[src/rtl/frame_serializer.sv]
// Framed serial transmitter: "11" preamble, DATA_W payload bits MSB first, forced-low idle gap.
// Optional even-parity bit after the LSB when FRAME_SERIALIZER_PARITY_EN is defined.
module frame_serializer #(
    parameter int unsigned DATA_W   = 32,
    parameter int unsigned IDLE_GAP = 2
) (
    input  logic              clk,
    input  logic              rst_n,
    input  logic [DATA_W-1:0] in_data,
    input  logic              in_valid,
    output logic              in_ready,
    output logic              data_out,
    output logic              busy,
    output logic              frame_done
);

    localparam int unsigned CNT_W = 5;
    localparam logic [CNT_W-1:0] SYNC_LAST = CNT_W'(1);
    localparam logic [CNT_W-1:0] DATA_LAST = CNT_W'(DATA_W - 1);
    localparam logic [CNT_W-1:0] GAP_LAST  = CNT_W'(IDLE_GAP - 1);

    typedef enum logic [2:0] {
        S_IDLE = 3'd0,
        S_SYNC = 3'd1,
        S_DATA = 3'd2,
        S_GAP  = 3'd3
`ifdef FRAME_SERIALIZER_PARITY_EN
        ,
        S_PAR  = 3'd4
`endif
    } state_t;

    state_t             state;
    state_t             state_next;
    logic [CNT_W-1:0]   cnt;
    logic [CNT_W-1:0]   cnt_next;
    logic [DATA_W-1:0]  shift_reg;
    logic               accept;
    logic               in_ready_d;
    logic               data_out_d;
    logic               busy_d;
    logic               frame_done_d;
`ifdef FRAME_SERIALIZER_PARITY_EN
    logic               par_bit;
`endif

    assign accept = (state == S_IDLE) && in_valid && in_ready;

    // State and per-state cycle counter
    always_ff @(posedge clk or negedge rst_n) begin
        if (!rst_n) begin
            state <= S_IDLE;
            cnt   <= '0;
        end else begin
            state <= state_next;
            cnt   <= cnt_next;
        end
    end

    // Next state; the counter restarts on every state entry and rests at zero in IDLE
    always_comb begin
        state_next = state;
        case (state)
            S_IDLE: if (in_valid && in_ready) state_next = S_SYNC;
            S_SYNC: if (cnt == SYNC_LAST)     state_next = S_DATA;
            S_DATA: begin
                if (cnt == DATA_LAST) begin
`ifdef FRAME_SERIALIZER_PARITY_EN
                    state_next = S_PAR;
`else
                    state_next = S_GAP;
`endif
                end
            end
`ifdef FRAME_SERIALIZER_PARITY_EN
            S_PAR:  state_next = S_GAP;
`endif
            S_GAP:  if (cnt == GAP_LAST)      state_next = S_IDLE;
            default: state_next = S_IDLE;
        endcase

        if ((state_next != state) || (state == S_IDLE)) cnt_next = '0;
        else                                              cnt_next = cnt + CNT_W'(1);
    end

    // Output values for the upcoming cycle, derived from the state being entered
    always_comb begin
        in_ready_d   = (state_next == S_IDLE);
        busy_d       = (state_next != S_IDLE);
        data_out_d   = 1'b0;
        frame_done_d = 1'b0;
        case (state_next)
            S_SYNC: data_out_d = 1'b1;
            S_DATA: begin
                data_out_d = shift_reg[DATA_W-1];
`ifndef FRAME_SERIALIZER_PARITY_EN
                frame_done_d = (cnt_next == DATA_LAST);
`endif
            end
`ifdef FRAME_SERIALIZER_PARITY_EN
            S_PAR: begin
                data_out_d   = par_bit;
                frame_done_d = 1'b1;
            end
`endif
            default: data_out_d = 1'b0;
        endcase
    end

    // Registered outputs and payload shift register
    always_ff @(posedge clk or negedge rst_n) begin
        if (!rst_n) begin
            in_ready   <= 1'b0;
            data_out   <= 1'b0;
            busy       <= 1'b0;
            frame_done <= 1'b0;
            shift_reg  <= '0;
        end else begin
            in_ready   <= in_ready_d;
            data_out   <= data_out_d;
            busy       <= busy_d;
            frame_done <= frame_done_d;
            if (accept)                   shift_reg <= in_data;
            else if (state_next == S_DATA) shift_reg <= {shift_reg[DATA_W-2:0], 1'b0};
        end
    end

`ifdef FRAME_SERIALIZER_PARITY_EN
    // Even parity of the whole payload, captured with the word
    always_ff @(posedge clk or negedge rst_n) begin
        if (!rst_n)      par_bit <= 1'b0;
        else if (accept) par_bit <= ^in_data;
    end
`endif

endmodule
[config.mk]
export PLATFORM = sky130hd
export DESIGN_NAME = frame_serializer
export DESIGN_NICKNAME = d
export VERILOG_FILES = /design/src/rtl/frame_serializer.sv
export SDC_FILE = /design/constraint.sdc
export NUM_CORES = 1
export LEC_CHECK = 0
export ABC_AREA = 1
export CAP_MARGIN = 25
export CORE_ASPECT_RATIO = 1.2
export CORE_MARGIN = 2
export CORE_UTILIZATION = 52
export DETAILED_ROUTE_END_ITERATION = 10
export PLACE_DENSITY = 0.79
export REMOVE_ABC_BUFFERS = 1
export SETUP_SLACK_MARGIN = 0.02
export SLEW_MARGIN = 40
export SYNTH_ARGS = -nofsm -noshare
export SYNTH_HDL_FRONTEND = slang
export SYNTH_SLANG_ARGS = --single-unit
[constraint.sdc]
create_clock -name clk -period 2.03 [get_ports clk]
set_input_delay 0.3045 -clock clk [delete_from_list [all_inputs] [get_ports clk]]
set_output_delay 0.3045 -clock clk [all_outputs]
set_load 0.02 [all_outputs]
==> reports/qor.yml, run 1 <==
placed_cells: 392
min_period_over_period_pct: 92.9
criticalPathCategory: "register to register"
status: "complete, no violations"
post_drt_via_cell_ratio: 4.75
track_usage_pct: 21.2
hold_viol_final: 0
clock_latency_ns: 0.30
grt_pass1_wl_um: 7840
relSlewSlack_pct: 63.6
seq_power_share_pct: 45.8
die-area_um2: 4770
die_w_um: 63.4
path_buf_inv: 2
p_sw_mw: 1.11
row_count: 25
worst_ep_required_time_ns: 2.26
sw_frac_of_total_pct: 36.1
cts_tree: "done"
grt_max_degree: 45
antenna_found_initial: 0
synth_area_per_cell_um2: 7.22
first_pass_iters: 4
coreArea_um2: 4000
p_int_mw: 1.96
vias: 1930
h-tree-depth: 2
max_freq_ghz: 0.530
critical_path.max_fanout: 8
grt_pass1_vias: 1798
post_drt_wl_per_cell_um: 11.2
gp_congestion: 0.705
power_mw: 3.07
drive_gt1_share_pct: 11.1
final_max_slew_viol_count: 0
holdWs_ns: 0.0640
dp_hpwl_um: 2920
p_per_area_nw_per_um2: 1090
die_h_um: 75.3
timing.critical_path.cells: "ha_2, and3_1, ha_1, nand3_1, nand2_2, inv_2, nand2_2, nor2_4, buf_12, nor2_4, nand2_1, nand2_1"
synth_warnings: 0
startpoint_type: "register"
initial_core_util_pct: 55.0
synthToLayoutAreaGrowth_pct: 28.4
syn_inst: 305
finalSetupViolations: 0
fin_nets: 389
final_cells: 406
clk_transition_reported_paths_ns: 0.08
antenna_cells: 0
synth_area_um2: 2200
leakage_nw: 1.55
layout_commonest_cell: "nand2_1"
cpPeakStageDelay_ns: 0.41
largest_reg_flops: 32
ys_types: 21
numCtsBuffers: 5
crit_slowest_cell: "dfrtp_1"
tightest_slew_ns: 0.546
min_period_ns: 1.89
ys_ff_latch: 44
p_clk_share_pct: 18.2
drv_cap: 0
critPathTopFamily: "simple AND/OR/NAND/NOR gates"
drt_iter0_markers: 63
routed_wl_um: 4530
fin_skew_ns: 0.0110
route.detailed.drc: 0
endpoint_kind: "register"
postRouteAntennaNets: 0
clkSinkCount: 44
seq_area_frac_synth_pct: 50.0
hold_path.class: "input port to asynchronous set/reset pin"
crit_arrival_ns: 2.12
portBuffers: 38
cts_root_buf: "clkbuf_8"
clockBufferDepth: 2
io_pins: 39
ir_drop_v: 0.000514
final_cell_mix: "195 x nand2_1, 44 x dfrtp_1, 37 x clkdlybuf4s50_1"
comb_power_share_pct: 36.0
gr-total-overflow: 0
kinds of logic (layout without fill, tap and decap cells):
family                   count (synthesis)  after routing  synth area share [%]
AO/OA/AOI/OAI                            2              2                 0.455
XOR/XNOR                                 2              2                 0.796
adder cells (fa/ha/maj)                  3              3                  1.71
buffers and inverters                   27             71                  5.57
flip-flops                              44             44                  50.0
other                                    1              1                 0.170
AND/OR/NAND/NOR                        226            229                  41.3
layout make-up:
| class | instances | area (µm²) |
|---|---|---|
| clock inverter | 2 | 10.0 |
| clock buffer | 6 | 82.6 |
| tap | 54 | 67.6 |
| sequential | 44 | 1100 |
| fill | 347 | 1180 |
| timing repair buffer | 48 | 488 |
| inverter | 15 | 56.3 |
| multi-input combinational | 237 | 1020 |
metal layers:
layer / wire (µm) / vias to the layer above / track usage, %
met5: 0 / - / 0
met4: 33 / 0 / 5.07
met3: 190 / 4 / 4.63
met2: 2350 / 37 / 39.5
met1: 1960 / 887 / 25.2
li1: - / 1002 / -
Yosys cell counts:
master,instances,area [µm²]
inv_1,10,37.5
ha_1,3,37.5
nor2_4,3,33.8
nand4_2,1,12.5
nor2_2,2,12.5
inv_2,4,15.0
nand2_2,5,31.3
nor4_1,1,6.26
clkinv_1,1,3.75
buf_4,3,22.5
o21ai_0,2,10.0
nand3_1,5,25.0
dfrtp_1,44,1100
xnor2_1,1,8.76
conb_1,1,3.75
nor2_1,12,45.0
and3_1,1,6.26
clkbuf_1,1,3.75
nand2_1,196,736
buf_2,8,40.0
xor2_1,1,8.76
per-stage QoR:
| step | cell area (µm²) | TNS (ns) | utilization [%] | worst slack [ns] |
|---|---|---|---|---|
| floorplan | 2130 | -8.94 | - | -0.298 |
| global placement | 2660 | -0.00290 | 66.3 | -0.00290 |
| detailed placement | 2660 | -1.31 | 66.3 | -0.0736 |
| CTS | 2760 | 0 | 68.9 | 0.0776 |
| global route | 2830 | -0.109 | 70.6 | -0.0270 |
| finish | 2830 | 0 | 70.6 | 0.144 |
worst paths after layout:
check / start / to / slack (ns) / depth (start not counted)
setup / recovery: cnt[0] / shift_reg[27] / 0.14 / 12
setup reg to reg: cnt[0] / shift_reg[27] / 0.14 / 12
max in group asynchronous: rst_n / cnt[4] / 1.58 / 2
min in group clk: shift_reg[7] / shift_reg[7] / 0.47 / 2
hold / removal: rst_n / shift_reg[19] / 0.06 / 2
hold reg to reg: shift_reg[7] / shift_reg[7] / 0.47 / 2
power groups by stage:
stage          logic, mW  clock network, mW  registers [mW]
3_5_place_dp        1.08                  0            1.41
6_report            1.11              0.559            1.41
2_1_floorplan      0.705                  0            1.40
5_1_grt             1.29              0.608            1.45
4_1_cts             1.09              0.579            1.40
3_3_place_gp        1.04                  0            1.40
what timing repair did:
item / 4_1_cts / 5_1_grt
pin swaps: 1 / 4
gates cloned: 1 / 2
buffers inserted: 0 / 3
endpoints found under the setup margin: 30 / 30
resized for setup: 1 / 5
hold buffers: 0 / 0
Power figures use the tool's default switching activity.
==> run 2, diff against run 1 <==
--- a/config.mk
+++ b/config.mk
@@ -6,6 +6,7 @@
 export NUM_CORES = 1
 export LEC_CHECK = 0
 export ABC_AREA = 1
+export ABC_CLOCK_PERIOD_IN_PS = 2029
 export CAP_MARGIN = 25
 export CORE_ASPECT_RATIO = 1.2
 export CORE_MARGIN = 2
==> results of run 2 <==
Final layout, timing and power as in run 1 (identical DEF).
==> run 3, diff against run 2 <==
--- a/config.mk
+++ b/config.mk
@@ -12,6 +12,7 @@
 export CORE_MARGIN = 2
 export CORE_UTILIZATION = 52
 export DETAILED_ROUTE_END_ITERATION = 10
+export GPL_TIMING_DRIVEN = 1
 export PLACE_DENSITY = 0.79
 export REMOVE_ABC_BUFFERS = 1
 export SETUP_SLACK_MARGIN = 0.02
==> results of run 3 <==
Final layout, timing and power as in run 1 (identical DEF).
